==> config.mk <==
export PLATFORM = sky130hd
export DESIGN_NAME = fta_bus_arbiter
export DESIGN_NICKNAME = d
export VERILOG_FILES = /design/src/rtl/fta_bus_arbiter.sv
export SDC_FILE = /design/constraint.sdc
export NUM_CORES = 1
export LEC_CHECK = 0
export ABC_AREA = 1
export BUFFER_PORTS_ARGS = -buffer_cell sky130_fd_sc_hd__buf_2
export CORE_AREA = 2 2 729 731
export DETAILED_ROUTE_END_ITERATION = 8
export DIE_AREA = 0 0 731 733
export PLACE_DENSITY_LB_ADDON = 0.15
export SYNTH_ARGS = -nofsm -noshare
export SYNTH_HDL_FRONTEND = slang
export SYNTH_SLANG_ARGS = --single-unit
==> constraint.sdc <==
create_clock -name clk -period 2.4 [get_ports clk]
set_input_delay 0.48 -clock clk [delete_from_list [all_inputs] [get_ports clk]]
set_output_delay 0.48 -clock clk [all_outputs]
set_load 0.01 [all_outputs]
==> src/rtl/fta_bus_arbiter.sv <==
// fta_bus_arbiter
//   Round-robin arbiter that shares one fta_cmd_request128 master port among
//   NREQ requesters (icache ctrl, data ports, TLB walker) in front of the MPU
//   external bus. The grant is registered, held for a cyc burst, and capped at
//   MAX_HOLD accepted cycles. Responses return to their owner by tid.channel.
//   Outstanding reads are tracked per requester, and misrouted acks are counted.
// Ports
//   clk, rst_n  clock, synchronous active-low reset
//   req_i       per-requester commands
//   resp_o      per-requester responses (rty=1 while not granted)
//   fta_req     external bus command (muxed from the granted requester)
//   fta_resp    external bus response
//   gnt_o       one-hot registered grant, 0 when idle
//   busy_o      arbiter not idle
//   drop_cnt_o  saturating count of acks whose channel maps to no requester
package fta_bus_pkg;
    typedef struct packed {
        logic [3:0] core;
        logic [3:0] channel;
        logic [7:0] tranid;
    } fta_tid_t;

    typedef struct packed {
        fta_tid_t     tid;
        logic         cyc;
        logic         stb;
        logic         we;
        logic [15:0]  sel;
        logic [31:0]  adr;
        logic [127:0] dat;
    } fta_cmd_request128_t;

    typedef struct packed {
        fta_tid_t     tid;
        logic         ack;
        logic         rty;
        logic         err;
        logic [31:0]  adr;
        logic [127:0] dat;
    } fta_cmd_response128_t;
endpackage

module fta_bus_arbiter
    import fta_bus_pkg::*;
#(
    parameter int NREQ     = 4,
    parameter int CH_BASE  = 0,
    parameter int MAX_HOLD = 16,
    parameter int MAX_OUTS = 4,
    parameter int PRI0     = 0
) (
    input  logic                                  clk,
    input  logic                                  rst_n,
    input  fta_cmd_request128_t  [NREQ-1:0]       req_i,
    output fta_cmd_response128_t [NREQ-1:0]       resp_o,
    output fta_cmd_request128_t                   fta_req,
    input  fta_cmd_response128_t                  fta_resp,
    output logic                 [NREQ-1:0]       gnt_o,
    output logic                                  busy_o,
    output logic                 [15:0]           drop_cnt_o
);
    localparam int IW = $clog2(NREQ);
    localparam logic [4:0] CH_BASE_W = 5'(CH_BASE);
    localparam logic [4:0] NREQ_W    = 5'(NREQ);

    typedef enum logic [1:0] {IDLE, GRANT, PARK} state_t;

    state_t                 state, state_nx;
    logic [IW-1:0]          gidx, gidx_nx, rr_ptr, rr_ptr_nx, win;
    logic [NREQ-1:0]        gnt_nx, elig;
    logic [7:0]             hold, hold_nx;
    logic [NREQ-1:0][3:0]   outs, outs_nx;
    logic                   found, exit_g, accept, acc_rd, in_rng, rt_hit;
    logic [4:0]             ch_off;
    logic [IW-1:0]          rt_idx;

    // A requester with a full outstanding-read budget is masked only for reads.
    always_comb begin
        for (int i = 0; i < NREQ; i++)
            elig[i] = req_i[i].cyc && !(!req_i[i].we && outs[i] == 4'(MAX_OUTS));
    end

    // First eligible at or after the RR pointer; requester 0 overrides when PRI0.
    always_comb begin
        win   = '0;
        found = 1'b0;
        for (int k = 0; k < NREQ; k++) begin
            if (!found && elig[(int'(rr_ptr) + k) % NREQ]) begin
                win   = IW'((int'(rr_ptr) + k) % NREQ);
                found = 1'b1;
            end
        end
        if (PRI0 != 0 && elig[0])
            win = '0;
    end

    // The forwarded command is suppressed once the owner turns ineligible, so a
    // read beyond the outstanding budget never reaches the bus in the exit cycle.
    always_comb begin
        fta_req = '0;
        if (state == GRANT && elig[gidx])
            fta_req = req_i[gidx];
    end

    assign accept = (state == GRANT) && fta_req.cyc && !fta_resp.rty;
    assign acc_rd = accept && !fta_req.we;
    assign exit_g = !elig[gidx] || hold == 8'(MAX_HOLD);
    assign busy_o = (state != IDLE);

    // Channels below CH_BASE wrap to a large offset and fall out of range.
    assign ch_off = {1'b0, fta_resp.tid.channel} - CH_BASE_W;
    assign in_rng = ch_off < NREQ_W;
    assign rt_hit = fta_resp.ack && in_rng;
    assign rt_idx = ch_off[IW-1:0];

    always_comb begin
        for (int i = 0; i < NREQ; i++) begin
            resp_o[i]     = '0;
            resp_o[i].tid = req_i[i].tid;
            resp_o[i].rty = gnt_o[i] ? fta_resp.rty : 1'b1;
            if (rt_hit && rt_idx == IW'(i)) begin
                resp_o[i]     = fta_resp;
                resp_o[i].rty = 1'b0;
            end
        end
    end

    always_comb begin
        for (int i = 0; i < NREQ; i++) begin
            outs_nx[i] = outs[i];
            case ({acc_rd && gnt_o[i], rt_hit && rt_idx == IW'(i) && outs[i] != 4'd0})
                2'b10:   outs_nx[i] = outs[i] + 4'd1;
                2'b01:   outs_nx[i] = outs[i] - 4'd1;
                default: outs_nx[i] = outs[i];
            endcase
        end
    end

    always_comb begin
        state_nx  = state;
        gnt_nx    = gnt_o;
        gidx_nx   = gidx;
        hold_nx   = hold;
        rr_ptr_nx = rr_ptr;
        case (state)
            IDLE: begin
                if (found) begin
                    gnt_nx      = '0;
                    gnt_nx[win] = 1'b1;
                    gidx_nx     = win;
                    hold_nx     = 8'd1;
                    state_nx    = GRANT;
                end
            end
            GRANT: begin
                if (exit_g) begin
                    rr_ptr_nx = (gidx == IW'(NREQ - 1)) ? '0 : gidx + 1'b1;
                    gnt_nx    = '0;
                    state_nx  = PARK;
                end else if (accept) begin
                    hold_nx = hold + 8'd1;
                end
            end
            PARK:    state_nx = IDLE;
            default: state_nx = IDLE;
        endcase
    end

    always_ff @(posedge clk) begin
        if (!rst_n) begin
            state      <= IDLE;
            gnt_o      <= '0;
            gidx       <= '0;
            hold       <= '0;
            rr_ptr     <= '0;
            outs       <= '0;
            drop_cnt_o <= '0;
        end else begin
            state  <= state_nx;
            gnt_o  <= gnt_nx;
            gidx   <= gidx_nx;
            hold   <= hold_nx;
            rr_ptr <= rr_ptr_nx;
            outs   <= outs_nx;
            if (fta_resp.ack && !in_rng && drop_cnt_o != 16'hFFFF)
                drop_cnt_o <= drop_cnt_o + 16'd1;
        end
    end
endmodule

# Word-level counts from Yosys, hierarchy flattened
# Index checks and enable logic that the tools add are counted.
dict set report totals {
  out_inout_bits 932
  elab_cells 174
  ff_bits 50
  in_bits 961
}
dict set report op_classes {
  bitwise 3
  add_sub_neg 14
  n_mux 49
  order_cmp 8
  reduce_logical 67
  eq_ne 23
}
# operator count
set op_table {}
lappend op_table {{179-bit two-way mux} 4}
lappend op_table {{195-bit binary-select mux with 2-bit select} 1}
lappend op_table {{195-bit two-way mux} 2}
lappend op_table {{4-bit case mux with 2 select lines} 5}
lappend op_table {{1-bit logical AND} 31}
lappend op_table {{8-bit two-way mux} 3}
lappend op_table {{1-bit two-way mux} 17}
lappend op_table {{16-bit by 1-bit adder with 16-bit output, second input constant} 1}
lappend op_table {{4-bit by 1-bit adder with 4-bit output, second input constant} 4}
lappend op_table {{4-bit by 3-bit equality test with 1-bit output, second input constant} 4}
lappend op_table {{16-bit inequality test, second input constant} 1}
lappend op_table {{8-bit case mux with 2 select lines} 1}
lappend op_table {{4-bit nonzero test} 4}
lappend op_table {{4-bit by 1-bit subtractor with 4-bit output, second input constant} 4}
lappend op_table {{1-bit logical NOT} 15}
lappend op_table {{2-bit equality test, second input constant} 7}
lappend op_table {{2-bit two-way mux} 7}
lappend op_table {{2-bit by 1-bit equality test with 1-bit output, second input constant} 6}
lappend op_table {{3-bit by 4-bit less-than comparator with 1-bit output, second input constant} 3}
lappend op_table {{2-bit nonzero test} 6}
lappend op_table {{1-bit binary-select mux with 2-bit select} 5}
lappend op_table {{2-bit by 3-bit less-than comparator with 1-bit output, second input constant} 3}
lappend op_table {{8-bit by 1-bit adder with 8-bit output, second input constant} 1}
lappend op_table {{8-bit by 5-bit equality test with 1-bit output, second input constant} 1}
lappend op_table {{15 further kinds} 28}

# Logic depth before layout (Yosys ltp)
# Gate-level depths: netlist (run 1).
dict set report logic_depth {
  ltp_word 22
  ltp_mapped 21
  depth_no_buf 21
}

# Worst setup path after synthesis (run 1)
# OpenSTA, ideal clock, no wires.
dict set report synth_timing {
  kind {input port to flip-flop}
  start {input port fta_resp[173] (netlist name)}
  end {register outs[2] (netlist name)}
  stages 13
  setup_time_ps 115
  path_buffers 1
  arrival_ps 2600
  path_slack_ps -315
  path_cell_list {nor2_1 > nand2_1 > nor3_1 > inv_2 > clkbuf_1 > a31oi_1 > ha_1 > xor2_1 > ha_1 > a21oi_1 > xor2_1 > o21ai_0 > inv_1}
}
dict set report synth_via {
  elab_chain_cells 6
  elab_cells_between_ends 8
}
# item line_no
set synth_rtl {}
lappend synth_rtl {{from (decl)} 57} ;# input fta_cmd_response128_t fta_resp,
lappend synth_rtl {{4-bit by 3-bit less-than comparator with 1-bit output *} 112} ;# assign in_rng = ch_off < NREQ_W;
lappend synth_rtl {{1-bit logical AND *} 113} ;# assign rt_hit = fta_resp.ack && in_rng;
lappend synth_rtl {{1-bit logical AND * (2 in a row)} 131} ;# case ({acc_rd && gnt_o[i], rt_hit && rt_idx == IW'(i) && outs[i] != 4'd0})
lappend synth_rtl {{2-bit by 1-bit equality test with 1-bit output or 2-bit equality test (tied branches)} 131}
lappend synth_rtl {{4-bit case mux with 2 select lines or 2-bit nonzero test (tied branches)} --}
lappend synth_rtl {{to (signal assigned)} 184} ;# outs <= outs_nx;
lappend synth_rtl {{to (decl)} 72} ;# logic [NREQ-1:0][3:0] outs, outs_nx;
# Mark *: on every way between the ends. The rest lies on a longest branch, timed or not.
# A chain may end at the register's enable or synchronous reset.

==> flow_metrics.py, run 1 <==
metrics = {
    "outcome": {
        "status": "finished with violations",
        "violations": "setup timing",
    },
    "critical_path": {
        "critPathBufInv": 5,
        "crit_path_max_incr_delay_ns": 0.47,
        "reg2reg_slack_ns": -0.26,
        "r2r-end": "outs[11]",
        "crit_top_cell": "nand3_2",
        "worstPathRequired_ns": 1.92,
        "reg2regPathDepth": 16,
        "start_kind": "flip-flop",
        "timing.rr.start": "gidx[0]",
        "crit_family": "buffers and inverters",
        "worst-path-max-fanout": 35,
        "arrival_ns": 2.35,
        "end_kind": "primary output",
        "path_cells": "buf_6 > nand3_2 > nand3_2 > nand2_4 > nor2_4 > clkinv_8 > buf_16 > buf_12 > a21oi_1 > buf_2",
        "crit_slowest_cell": "dfxtp_4",
        "criticalPathCategory": "reg2out",
    },
    "timing": {
        "worst_slew_pin_slew_ns": 0.901,
        "rsz0062_at_grt": "true",
        "slew_viol_final": 0,
        "relSlewSlack": 0.399,
        "period_share": 1.18,
        "finalSetupViolations": 606,
        "hold_violations": 0,
        "finClkSkew_ns": 0.0150,
        "fin_crit_ns": 2.83,
        "setup_slack_ns": -0.434,
        "max_freq_mhz": 353,
    },
    "die": {
        "initial_utilization": 0.0256,
        "fp.dieH_um": 733,
        "die_w_um": 731,
        "rows": 267,
        "boundaryPins": 1893,
        "die_area_mm2": 0.536,
        "core_mm2": 0.527,
    },
    "cts": {
        "htree_levels": 2,
        "ctsRootBufferMaster": "clkbuf_16",
        "cts_tree": "yes",
        "path_clk_slew_ns": 0.09,
        "cts_made_buffers": 5,
        "cts.sinks": 50,
        "cts_buffer_depth": 2,
        "clock_latency_ns": 0.35,
        "ctsHoldBuffers": 0,
    },
    "route": {
        "drt_iter0_markers": 2347,
        "wire_per_inst_um": 32.9,
        "drtPass1Iterations": 5,
        "wl_um": 407000,
        "viasPerCell": 2.57,
        "met1_length_um": 148000,
        "wl_met3_um": 34600,
        "ant_nets": 0,
        "drc_errors": 0,
        "via_count": 31879,
        "top_layer": "met5",
        "met2_wirelength_um": 200000,
    },
    "worst_hold_path": {
        "hp-class": "reg2reg",
        "whs_path_depth": 2,
        "min_to": "drop_cnt_o[13]",
        "worstHoldStart": "drop_cnt_o[13]",
    },
    "place": {
        "dpl.hpwl_um": 357000,
        "finalWeightedCongestion": 0.938,
        "dpl-instance-area_mm2": 0.0375,
        "dp_worst_setup_slack_ns": -0.796,
        "io_buffers": 1892,
    },
    "grt": {
        "antenna_found_initial": 296,
        "grt_pass1_vias": 30086,
        "grt_start_max_net_pins": 61,
        "grt_pass1_wl_um": 462000,
        "grt-ovfl-total": 0,
        "grt_usage": 0.141,
    },
    "logic_synthesis": {
        "netlist_area_mm2": 0.0135,
        "yosysSeqAreaShare": 0.0740,
        "avgSynthCellArea_um2": 4.54,
        "ys.flop_type": "dfxtp_1",
        "synth_nets": 3953,
        "synth_edf_count": 0,
        "netlist_instances": 2976,
        "yosys_warnings": 0,
        "synthDistinctLibCells": 38,
        "ys_ff_latch": 50,
        "synth_async_sr_flop_share": 0,
    },
    "layout": {
        "drive_gt1_frac": 0.575,
        "final_nets": 6233,
        "fill_cells": 62958,
        "final_cell_area_mm2": 0.0436,
        "area_growth_pct": 222,
    },
    "job": {
        "maxCapViolations": 0,
    },
    "power_and_ir_drop": {
        "finalPower_w": 0.0221,
        "ir_worst_vdd_v": 0.000305,
        "p_leak_nw": 20.0,
        "powerDensity_mw_per_mm2": 507,
    },
}
==> worst max path at each step <==
stage	from	end	slack, ns	cells after the start
final	gidx[0]	fta_req[180]	-0.43	10
after global routing	outs[10]	fta_req[5]	-0.48	12
after CTS	gidx[0]	fta_req[78]	-0.44	11
after detailed placement	fta_resp[173]	resp_o[702]	-0.80	10
after global placement	fta_resp[173]	resp_o[702]	-0.82	10
after floorplan	req_i[566]	outs[6]	-0.05	19
==> per-layer routing <==
layer | track usage | vias to the layer above
li1 | - | 14098
met1 | 0.149 | 15112
met2 | 0.253 | 1901
met3 | 0.0455 | 644
met4 | 0.0652 | 124
met5 | 0 | -
==> timing repair <==
action	in CTS	in global routing
cloned	28	34
endpoints found under the setup margin	610	669
resized for setup	467	582
pin swaps	44	97
setup buffers	35	53
==> final cells by class <==
type / count / area [µm²] / share of cell area
Antenna cell: 135 / 338 / 0.00776
Clock buffer: 5 / 125 / 0.00287
Clock inverter: 3 / 28.8 / 0.000661
Inverter: 256 / 1050 / 0.0240
Multi-Input combinational cell: 2434 / 13100 / 0.301
Sequential cell: 50 / 1020 / 0.0234
Tap cell: 6994 / 8750 / 0.201
Timing Repair Buffer: 2508 / 19200 / 0.440
Timing Repair inverter: 1 / 8.76 / 0.000201
==> power by group <==
group,leakage [nW],internal (W),switching [W]
Combinational,19.5,0.00765,0.0125
Clock,0.0772,0.000406,0.000506
Sequential,0.410,0.000921,0.000127
Total,20.0,0.00898,0.0131
==> per-stage QoR <==
| step | cells | hold slack [ns] | setup TNS, ns | util |
|---|---|---|---|---|
| final | 12386 | 0.476 | -85.94 | 0.0826 |
| after global routing | 12322 | 0.506 | -132.14 | 0.0823 |
| after CTS | 12179 | 0.479 | -107.74 | 0.0763 |
| after detailed placement | 12117 | 0.464 | -104.18 | 0.0710 |
| after global placement | 12117 | 0.469 | -103.21 | 0.0710 |
| after floorplan | 2976 | 0.460 | -0.151 | - |
==> kinds of logic (layout without fill, tap and decap cells) <==
family | after synthesis | count (layout) | share of synthesized area
adder cells (fa/ha/maj) | 16 | 16 | 0.0148
other | 0 | 135 | 0
AO/OA/AOI/OAI | 724 | 724 | 0.271
AND/OR/NAND/NOR | 1674 | 1674 | 0.484
flip-flops | 50 | 50 | 0.0740
XOR/XNOR | 20 | 20 | 0.0135
buffers and inverters | 492 | 2773 | 0.142
==> worst reg2reg max path: stages (launching register included) <==
cell	delay, ns
dfxtp_4	0.42
buf_12	0.16
buf_4	0.16
a21oi_2	0.14
buf_4	0.13
a32o_2	0.15
nor2_4	0.05
nor3_4	0.17
buf_6	0.15
nand2_4	0.06
ha_4	0.18
xnor2_1	0.13
nand3b_1	0.22
a21oi_2	0.18
o21ai_2	0.08
o21ai_1	0.13
a21oi_1	0.05
==> Yosys cell counts, drive strengths merged, types with 5 or more instances <==
master	instances	area [µm²]
nand3	49	285
o21ai	467	2340
nor2	1461	5510
a31oi	5	31.3
a21oi	249	1280
nor3	9	50.1
clkbuf	156	586
nand2	135	564
xor2	15	139
ha	16	200
inv	254	956
buf	80	375
dfxtp	50	1000
xnor2	5	43.8
nand4	8	50.1
==> state kept, by name, summed over array words and instances, names as in the netlist <==
register and count:
rr_ptr 2, drop_cnt_o 16, state 2, gidx 2, gnt_o 4, outs 16
hold 8
==> layout by cell type (no fill, tap or decap), types with 108 or more instances in the layout <==
cell	synthesis	layout
a21oi_2	8	137
buf_12	0	202
buf_2	54	1701
buf_4	0	414
diode_2	0	135
inv_1	245	241
nand2_1	122	108
nor2_1	1458	1316
o21ai_0	463	248
o21ai_1	4	131
Power figures use the tool's default switching activity.
==> run 2: changes to the inputs <==
--- a/config.mk
+++ b/config.mk
@@ -7,10 +7,11 @@
 export LEC_CHECK = 0
 export ABC_AREA = 1
 export BUFFER_PORTS_ARGS = -buffer_cell sky130_fd_sc_hd__buf_2
+export CAP_MARGIN = 20
 export CORE_AREA = 2 2 729 731
 export DETAILED_ROUTE_END_ITERATION = 8
 export DIE_AREA = 0 0 731 733
-export PLACE_DENSITY_LB_ADDON = 0.15
+export PLACE_DENSITY_LB_ADDON = 0.25
 export SYNTH_ARGS = -nofsm -noshare
 export SYNTH_HDL_FRONTEND = slang
 export SYNTH_SLANG_ARGS = --single-unit
==> run 2 against run 1 <==
The flow still finishes with violations (setup timing). Sequential cell count unchanged. Clock power up 2.3%. Hold slack got worse by 0.012 ns. Power fell by 3.0%.
==> flow_metrics.py, run 2 (same netlist as run 1, synthesis figures left out) <==
metrics = {
    "power_and_ir_drop": {
        "ir_worst_vdd_v": 0.000315,
        "powerDensity_mw_per_mm2": 494,
        "finalPower_w": 0.0214,
        "p_leak_nw": 19.9,
    },
    "layout": {
        "final_common_cell": "buf_2",
        "layout_common_cells": "buf_2, nor2_1, buf_4",
        "fill_cells": 62834,
        "drive_gt1_frac": 0.546,
        "multi_input_area_mm2": 0.0125,
        "finalNonFillerCells": 12449,
        "final_nets": 6229,
        "top_regs": "drop_cnt_o (16), outs (16), hold (8)",
        "ff_latch_area_mm2": 0.00102,
        "area_growth_pct": 220,
    },
    "worst_hold_path": {
        "worstHoldStart": "drop_cnt_o[15]",
        "hp-class": "reg2reg",
    },
    "route": {
        "viasPerCell": 2.68,
        "ant_nets": 0,
        "drc_errors": 0,
        "drt_iter0_markers": 2957,
        "wl_um": 446000,
        "wire_per_inst_um": 35.8,
        "drtPass1Iterations": 5,
        "via_count": 33331,
    },
    "grt": {
        "antenna_found_initial": 400,
        "grt_start_max_net_pins": 83,
        "grt-ovfl-total": 0,
        "grt_usage": 0.154,
        "grt_pass1_wl_um": 495000,
        "grt_pass1_vias": 29608,
    },
    "timing": {
        "rsz0062_at_grt": "true",
        "finalSetupViolations": 607,
        "hold_violations": 0,
        "period_share": 1.20,
        "setup_slack_ns": -0.487,
        "finClkSkew_ns": 0.0104,
        "slew_viol_final": 0,
        "relSlewSlack": 0.325,
        "max_freq_mhz": 346,
        "worst_slew_pin_slew_ns": 1.00,
        "fin_crit_ns": 2.89,
    },
    "critical_path": {
        "timing.rr.start": "gidx[0]",
        "worst-path-max-fanout": 35,
        "arrival_ns": 2.41,
        "end_kind": "primary output",
        "worstSetupStartpoint": "gidx[0]",
        "criticalPathCategory": "reg2out",
        "worstPathRequired_ns": 1.92,
        "start_kind": "flip-flop",
    },
    "die": {
        "initial_utilization": 0.0256,
        "die_w_um": 731,
        "boundaryPins": 1893,
        "core_mm2": 0.527,
        "die_area_mm2": 0.536,
        "rows": 267,
        "fp.dieH_um": 733,
    },
    "cts": {
        "cts_tree": "yes",
        "cts_buffer_depth": 2,
        "cts_made_buffers": 5,
        "clock_latency_ns": 0.32,
        "htree_levels": 2,
        "cts.sinks": 50,
        "ctsHoldBuffers": 0,
        "ctsRootBufferMaster": "clkbuf_16",
        "path_clk_slew_ns": 0.08,
    },
    "place": {
        "io_buffers": 1892,
        "finalWeightedCongestion": 0.982,
        "dp_cells": 12113,
        "dpl.hpwl_um": 391000,
        "dp_worst_setup_slack_ns": -1.18,
    },
    "job": {
        "maxCapViolations": 0,
    },
    "outcome": {
        "violations": "setup timing",
        "status": "finished with violations",
    },
}
==> run 2: per-layer routing <==
| metal | track usage | wire (µm) |
|---|---|---|
| met1 | 0.159 | 157000 |
| met2 | 0.277 | 219000 |
| met3 | 0.0630 | 45300 |
| met4 | 0.0583 | 22900 |
| met5 | 0 | 908 |
==> run 2: area by class of cell <==
cell class	count	share of cell area
Inverter	256	0.0239
Tap cell	6994	0.202
Timing Repair Buffer	2504	0.445
Clock inverter	2	0.000896
Antenna cell	202	0.0117
Multi-Input combinational cell	2434	0.289
Sequential cell	50	0.0235
Timing Repair inverter	1	0.000202
Clock buffer	6	0.00321
==> run 2: through the flow <==
stage	cell area (µm²)	hold WS (ns)	TNS, ns	utilization
after global placement	37700	0.459	-188.59	0.0715
after detailed placement	37800	0.452	-180.17	0.0717
after CTS	40500	0.465	-121.24	0.0767
final	43300	0.463	-102.97	0.0821
after global routing	43000	0.488	-145.13	0.0816
after floorplan	13800	0.460	-0.151	-
==> run 2: critical path, stage by stage (launching register included) <==
cell and delay, ns:
dfxtp_4 0.46, buf_6 0.13, nand3_4 0.07, nand3_4 0.10, nand2_4 0.06, nor2_4 0.16
clkinv_8 0.07, buf_8 0.13, buf_16 0.16, buf_12 0.17, a21oi_4 0.23, buf_2 0.16
==> run 2: what timing repair did <==
item	CTS	global route
resized for setup	366	339
setup endpoints to repair	785	748
pin swaps	25	65
gates cloned	22	27
buffers inserted	41	45
==> run 2: worst paths after layout <==
path                    end  slack, ns  cells past startpoint
min          drop_cnt_o[15]       0.46                      2
min reg2reg  drop_cnt_o[15]       0.46                      2
max reg2reg        outs[15]      -0.40                     18
max              fta_req[5]      -0.49                     11
==> run 2: power by group <==
part,internal [W],leakage (nW),total (W),switching [W]
Combinational,0.00721,19.4,0.0194,0.0122
Clock,0.000528,0.0888,0.000933,0.000406
Sequential,0.000921,0.410,0.00107,0.000147
